--- src/rtl/stream_serializer.sv ---
// Width-down converter: one WIDTH*RATIO word in, RATIO narrow beats out (LS beat first).
// Holds one word; a last-beat transfer and a new accept may coincide for bubble-free streaming.
module stream_serializer #(
  parameter int WIDTH = 8,
  parameter int RATIO = 4
) (
  input  logic                   clk,
  input  logic                   rst_n,
  input  logic [WIDTH*RATIO-1:0] in_data,
  input  logic                   in_valid,
  output logic                   in_ready,
  output logic [WIDTH-1:0]       out_data,
  output logic                   out_valid,
  input  logic                   out_ready,
  output logic                   out_last
);

  localparam int CW = (RATIO > 1) ? $clog2(RATIO) : 1;
  localparam logic [CW-1:0] LAST_IDX = CW'(RATIO - 1);

  logic [WIDTH*RATIO-1:0] word_q;
  logic [CW-1:0]          cnt_q;
  logic                   valid_q;
  logic                   beat_xfer;
  logic                   word_accept;

  logic [WIDTH-1:0] beats [RATIO];

  genvar gi;
  generate
    for (gi = 0; gi < RATIO; gi++) begin : g_beat
      assign beats[gi] = word_q[gi*WIDTH +: WIDTH];
    end
  endgenerate

  always_comb begin
    out_data = beats[0];
    for (int k = 1; k < RATIO; k++) begin
      if (cnt_q == CW'(k)) out_data = beats[k];
    end
  end

  assign out_valid   = valid_q;
  assign out_last    = valid_q && (cnt_q == LAST_IDX);
  // out_ready only reaches in_ready, and only on the last beat
  assign in_ready    = !valid_q || (out_ready && out_last);
  assign beat_xfer   = valid_q && out_ready;
  assign word_accept = in_valid && in_ready;

  always_ff @(posedge clk or negedge rst_n) begin
    if (!rst_n) begin
      word_q  <= '0;
      cnt_q   <= '0;
      valid_q <= 1'b0;
    end else if (word_accept) begin
      word_q  <= in_data;
      cnt_q   <= '0;
      valid_q <= 1'b1;
    end else if (beat_xfer) begin
      if (out_last) begin
        cnt_q   <= '0;
        valid_q <= 1'b0;
      end else begin
        cnt_q <= cnt_q + 1'b1;
      end
    end
  end

endmodule

--- config.mk ---
export PLATFORM = sky130hd
export DESIGN_NAME = stream_serializer
export DESIGN_NICKNAME = d
export VERILOG_FILES = /design/src/rtl/stream_serializer.sv
export SDC_FILE = /design/constraint.sdc
export NUM_CORES = 1
export LEC_CHECK = 0
export ABC_AREA = 0
export CAP_MARGIN = 20
export CORE_ASPECT_RATIO = 1.75
export CORE_MARGIN = 10
export CORE_UTILIZATION = 40
export CTS_CLUSTER_DIAMETER = 80
export CTS_CLUSTER_SIZE = 25
export DETAILED_ROUTE_END_ITERATION = 10
export GPL_TIMING_DRIVEN = 0
export PLACE_DENSITY = 0.66
export SLEW_MARGIN = 20
export SYNTH_ARGS = -nofsm -noshare
export SYNTH_HDL_FRONTEND = slang
export SYNTH_SLANG_ARGS = --single-unit
--- constraint.sdc ---
create_clock -name clk -period 3.1 [get_ports clk]
set_input_delay 0.93 -clock clk [delete_from_list [all_inputs] [get_ports clk]]
set_output_delay 0.93 -clock clk [all_outputs]
set_load 0.02 [all_outputs]
==> run_results.csv <==
group,metric,value,unit
outcome,outcome,"completed",
power_and_ir_drop,power_frac_seq,32.1,%
timing,fin_crit_sh,96.6,%
worst_setup_path,timing.rr.start,"cnt_q[0]",
cts,root_buffer,"clkbuf_8",
final_layout,drive_gt1_share,24.1,%
global_route,grt.total_usage,12.6,%
yosys,synthCells,198,
final_layout,stdcell_count,308,
timing,finalCriticalPeriod,3000,ps
timing,fin_skew,2.81,ps
worst_setup_path,setup.worst_path.start_class,"flip-flop",
yosys,syn_area_per_cell,10.8,um2
global_route,grt_max_degree,20,
routing,antenna_left,0,
global_route,grt_pass1_vias,1713,
timing,setup_tns,0,ps
timing,tightest_slew,452,ps
floorplan,fp.dieArea,8770,um2
placed_design,dpl.hpwl,3960,um
final_layout,fin_nets,291,
cts,cts_sinks,35,
routing,drt-wirelength-per-cell,16.3,um
yosys,yosysUniqueCellTypes,26,
routing,vias,1533,
timing,rsz0062_at_grt,"false",
timing,slew_violations,0,
global_route,antenna_found_initial,0,
power_and_ir_drop,power_leakage,1.25,nW
yosys,synth_fp_nets,237,
worst_setup_path,crit_required,2170,ps
power_and_ir_drop,switchingPower,0.000982,W
cts,cts_buffer_depth,2,
routing,avgViaCountPerCell,4.98,
cts,clkLatencyLatePin,290,ps
yosys,seq_area_frac_synth,41.1,%
cts,cts_tree,"yes",
timing,max_freq,0.334,GHz
worst_setup_path,cp-startpoint,"cnt_q[0]",
yosys,ys_seq_elements,35,
placed_design,dp_cells,299,
cts,cts_max_level,2,
power_and_ir_drop,clkPwrFrac,12.6,%
power_and_ir_drop,power.density,917,nW/um2
yosys,syn_area,2130,um2
timing,hold_slack,560,ps
floorplan,die_h,117,um
power_and_ir_drop,ir_drop,306,uV
floorplan,die_w,75.2,um
timing,slew_headroom,69.8,%
flow_run,cap_violations,0,
floorplan,initial_core_util,40.9,%
routing,drcViolationCount,0,
placed_design,io_buffer_count,45,
global_route,overflow,0,
floorplan,num_rows,35,
final_layout,n_antenna_cell,0,
cts,path_clk_slew,70,ps
final_layout,syn2layout_area_growth,29.5,%
routing,drtIter0Drc,47,
floorplan,core_area,5210,um2
power_and_ir_drop,p_comb_share,55.3,%
min_path,hold_path_class,"reg2reg",
worst_setup_path,crit_type,"reg2out",
worst_setup_path,path_max_fanout,10,
global_route,grt_first_pass_wirelength,8610,um
routing,firstDrtPassIters,4,
routing,routed_wl,5030,um
min_path,hp-start,"word_q[11]",
placed_design,gp_congestion,0.768,
timing,hold_viol,0,
worst_setup_path,crit_path_end_kind,"output port",
power_and_ir_drop,internal-power,0.00155,W
yosys,yosysWarnings,0,
floorplan,io_pins,47,
cts,numCtsBuffers,5,
timing,setup_viol,0,
power_and_ir_drop,sw_frac_of_total,38.8,%
worst_setup_path,crit_arrival,2070,ps
## per-stage QoR
stage	utilization [%]	worst slack (ps)	total power, W	cell area [um2]
after CTS	53.1	39.0	0.00259	2770
after floorplan	-	577	0.00182	2130
after global routing	53.0	5.31	0.00272	2760
final	53.0	105	0.00253	2760
after global placement	50.9	-499	0.00229	2650
after detailed placement	51.3	-470	0.00232	2680
## final timing paths
path,endpoint,slack (ps),cells after the start
max in group asynchronous,word_q[5],2070,2
min in group asynchronous,word_q[27],580,1
setup / recovery,out_data[6],100,6
hold / removal,word_q[11],560,2
setup reg to reg,cnt_q[1],1610,5
hold reg to reg,word_q[11],560,2
## final cells by class
class,instances,area [um2]
fill,496,2450
sequential,35,876
tap,55,68.8
timing repair buffer,47,460
multi-input combinational,111,1020
buffer,17,126
clock inverter,1,5.00
clock buffer,7,76.3
inverter,35,131
## layer usage
layer | wire, um | track usage, % | part of all wire, %
met4 | 103 | 5.60 | 2.0
met2 | 2690 | 22.9 | 53
met1 | 2030 | 13.4 | 40
met5 | 0 | 0 | 0
met3 | 209 | 2.38 | 4.2
## power by group through the flow
stage | Sequential [W] | Combinational [W] | Clock, W
final | 0.000813 | 0.00140 | 0.000320
after global routing | 0.000841 | 0.00152 | 0.000354
after detailed placement | 0.000821 | 0.00150 | 0
after floorplan | 0.000780 | 0.00104 | 0
after CTS | 0.000813 | 0.00144 | 0.000336
after global placement | 0.000812 | 0.00147 | 0
## sequential cells by signal, indices dropped and copies added (netlist names)
| register | cells |
|---|---|
| word_q | 32 |
| cnt_q | 2 |
| out_valid | 1 |
## cell usage after synthesis
cell / count / area, um2
and3_4: 1 / 11.3
mux2i_1: 8 / 80.1
clkbuf_1: 3 / 11.3
o32ai_1: 2 / 17.5
or2_2: 1 / 6.26
o32ai_2: 30 / 488
nand2_1: 34 / 128
and2_1: 1 / 6.26
buf_2: 6 / 30.0
and3b_1: 1 / 8.76
nor2_1: 1 / 3.75
inv_1: 35 / 131
dfrtp_1: 35 / 876
ha_1: 3 / 37.5
nor3b_1: 8 / 60.1
nand2b_1: 1 / 6.26
nor4bb_1: 1 / 10.0
and2b_1: 1 / 7.51
a31o_2: 1 / 8.76
a21boi_2: 1 / 11.3
a211oi_1: 7 / 52.6
nor2b_1: 7 / 43.8
buf_4: 3 / 22.5
buf_6: 5 / 56.3
a32o_1: 1 / 10.0
a221oi_1: 1 / 8.76
## what timing repair did
item / 4_1_cts / 5_1_grt
hold buffers: 0 / 0
pin swaps: 1 / 0
buffers inserted: 1 / 0
setup endpoints to repair: 10 / 3
gates resized for setup: 16 / 7
## cell families (layout without fill, tap and decap cells)
group | Yosys count | count (layout) | share of synthesized area (%)
simple gates | 57 | 57 | 13.7
compound gates | 43 | 43 | 28.0
buf+inv | 52 | 107 | 11.8
mux | 8 | 8 | 3.75
fa+ha+maj | 3 | 3 | 1.76
flops | 35 | 35 | 41.1
## cells in the final DEF, fill, tap and decap left out, types with 7 or more instances in the layout
cell / instances
nand2_1: 34
inv_1: 35
mux2i_1: 8
dlygate4sd2_1: 8
nor2b_1: 7
o32ai_2: 30
a211oi_1: 7
dfrtp_1: 35
clkdlybuf4s50_1: 33
nor3b_1: 8
## worst max-delay path, cell delays in order, from the launching register on
cell and delay (ps):
dfrtp_1 420, ha_2 270, buf_2 230, buf_4 210
nor3b_1 60, a211oi_1 210, dlygate4sd2_1 380
No activity file was read; power rests on OpenSTA's default activity.
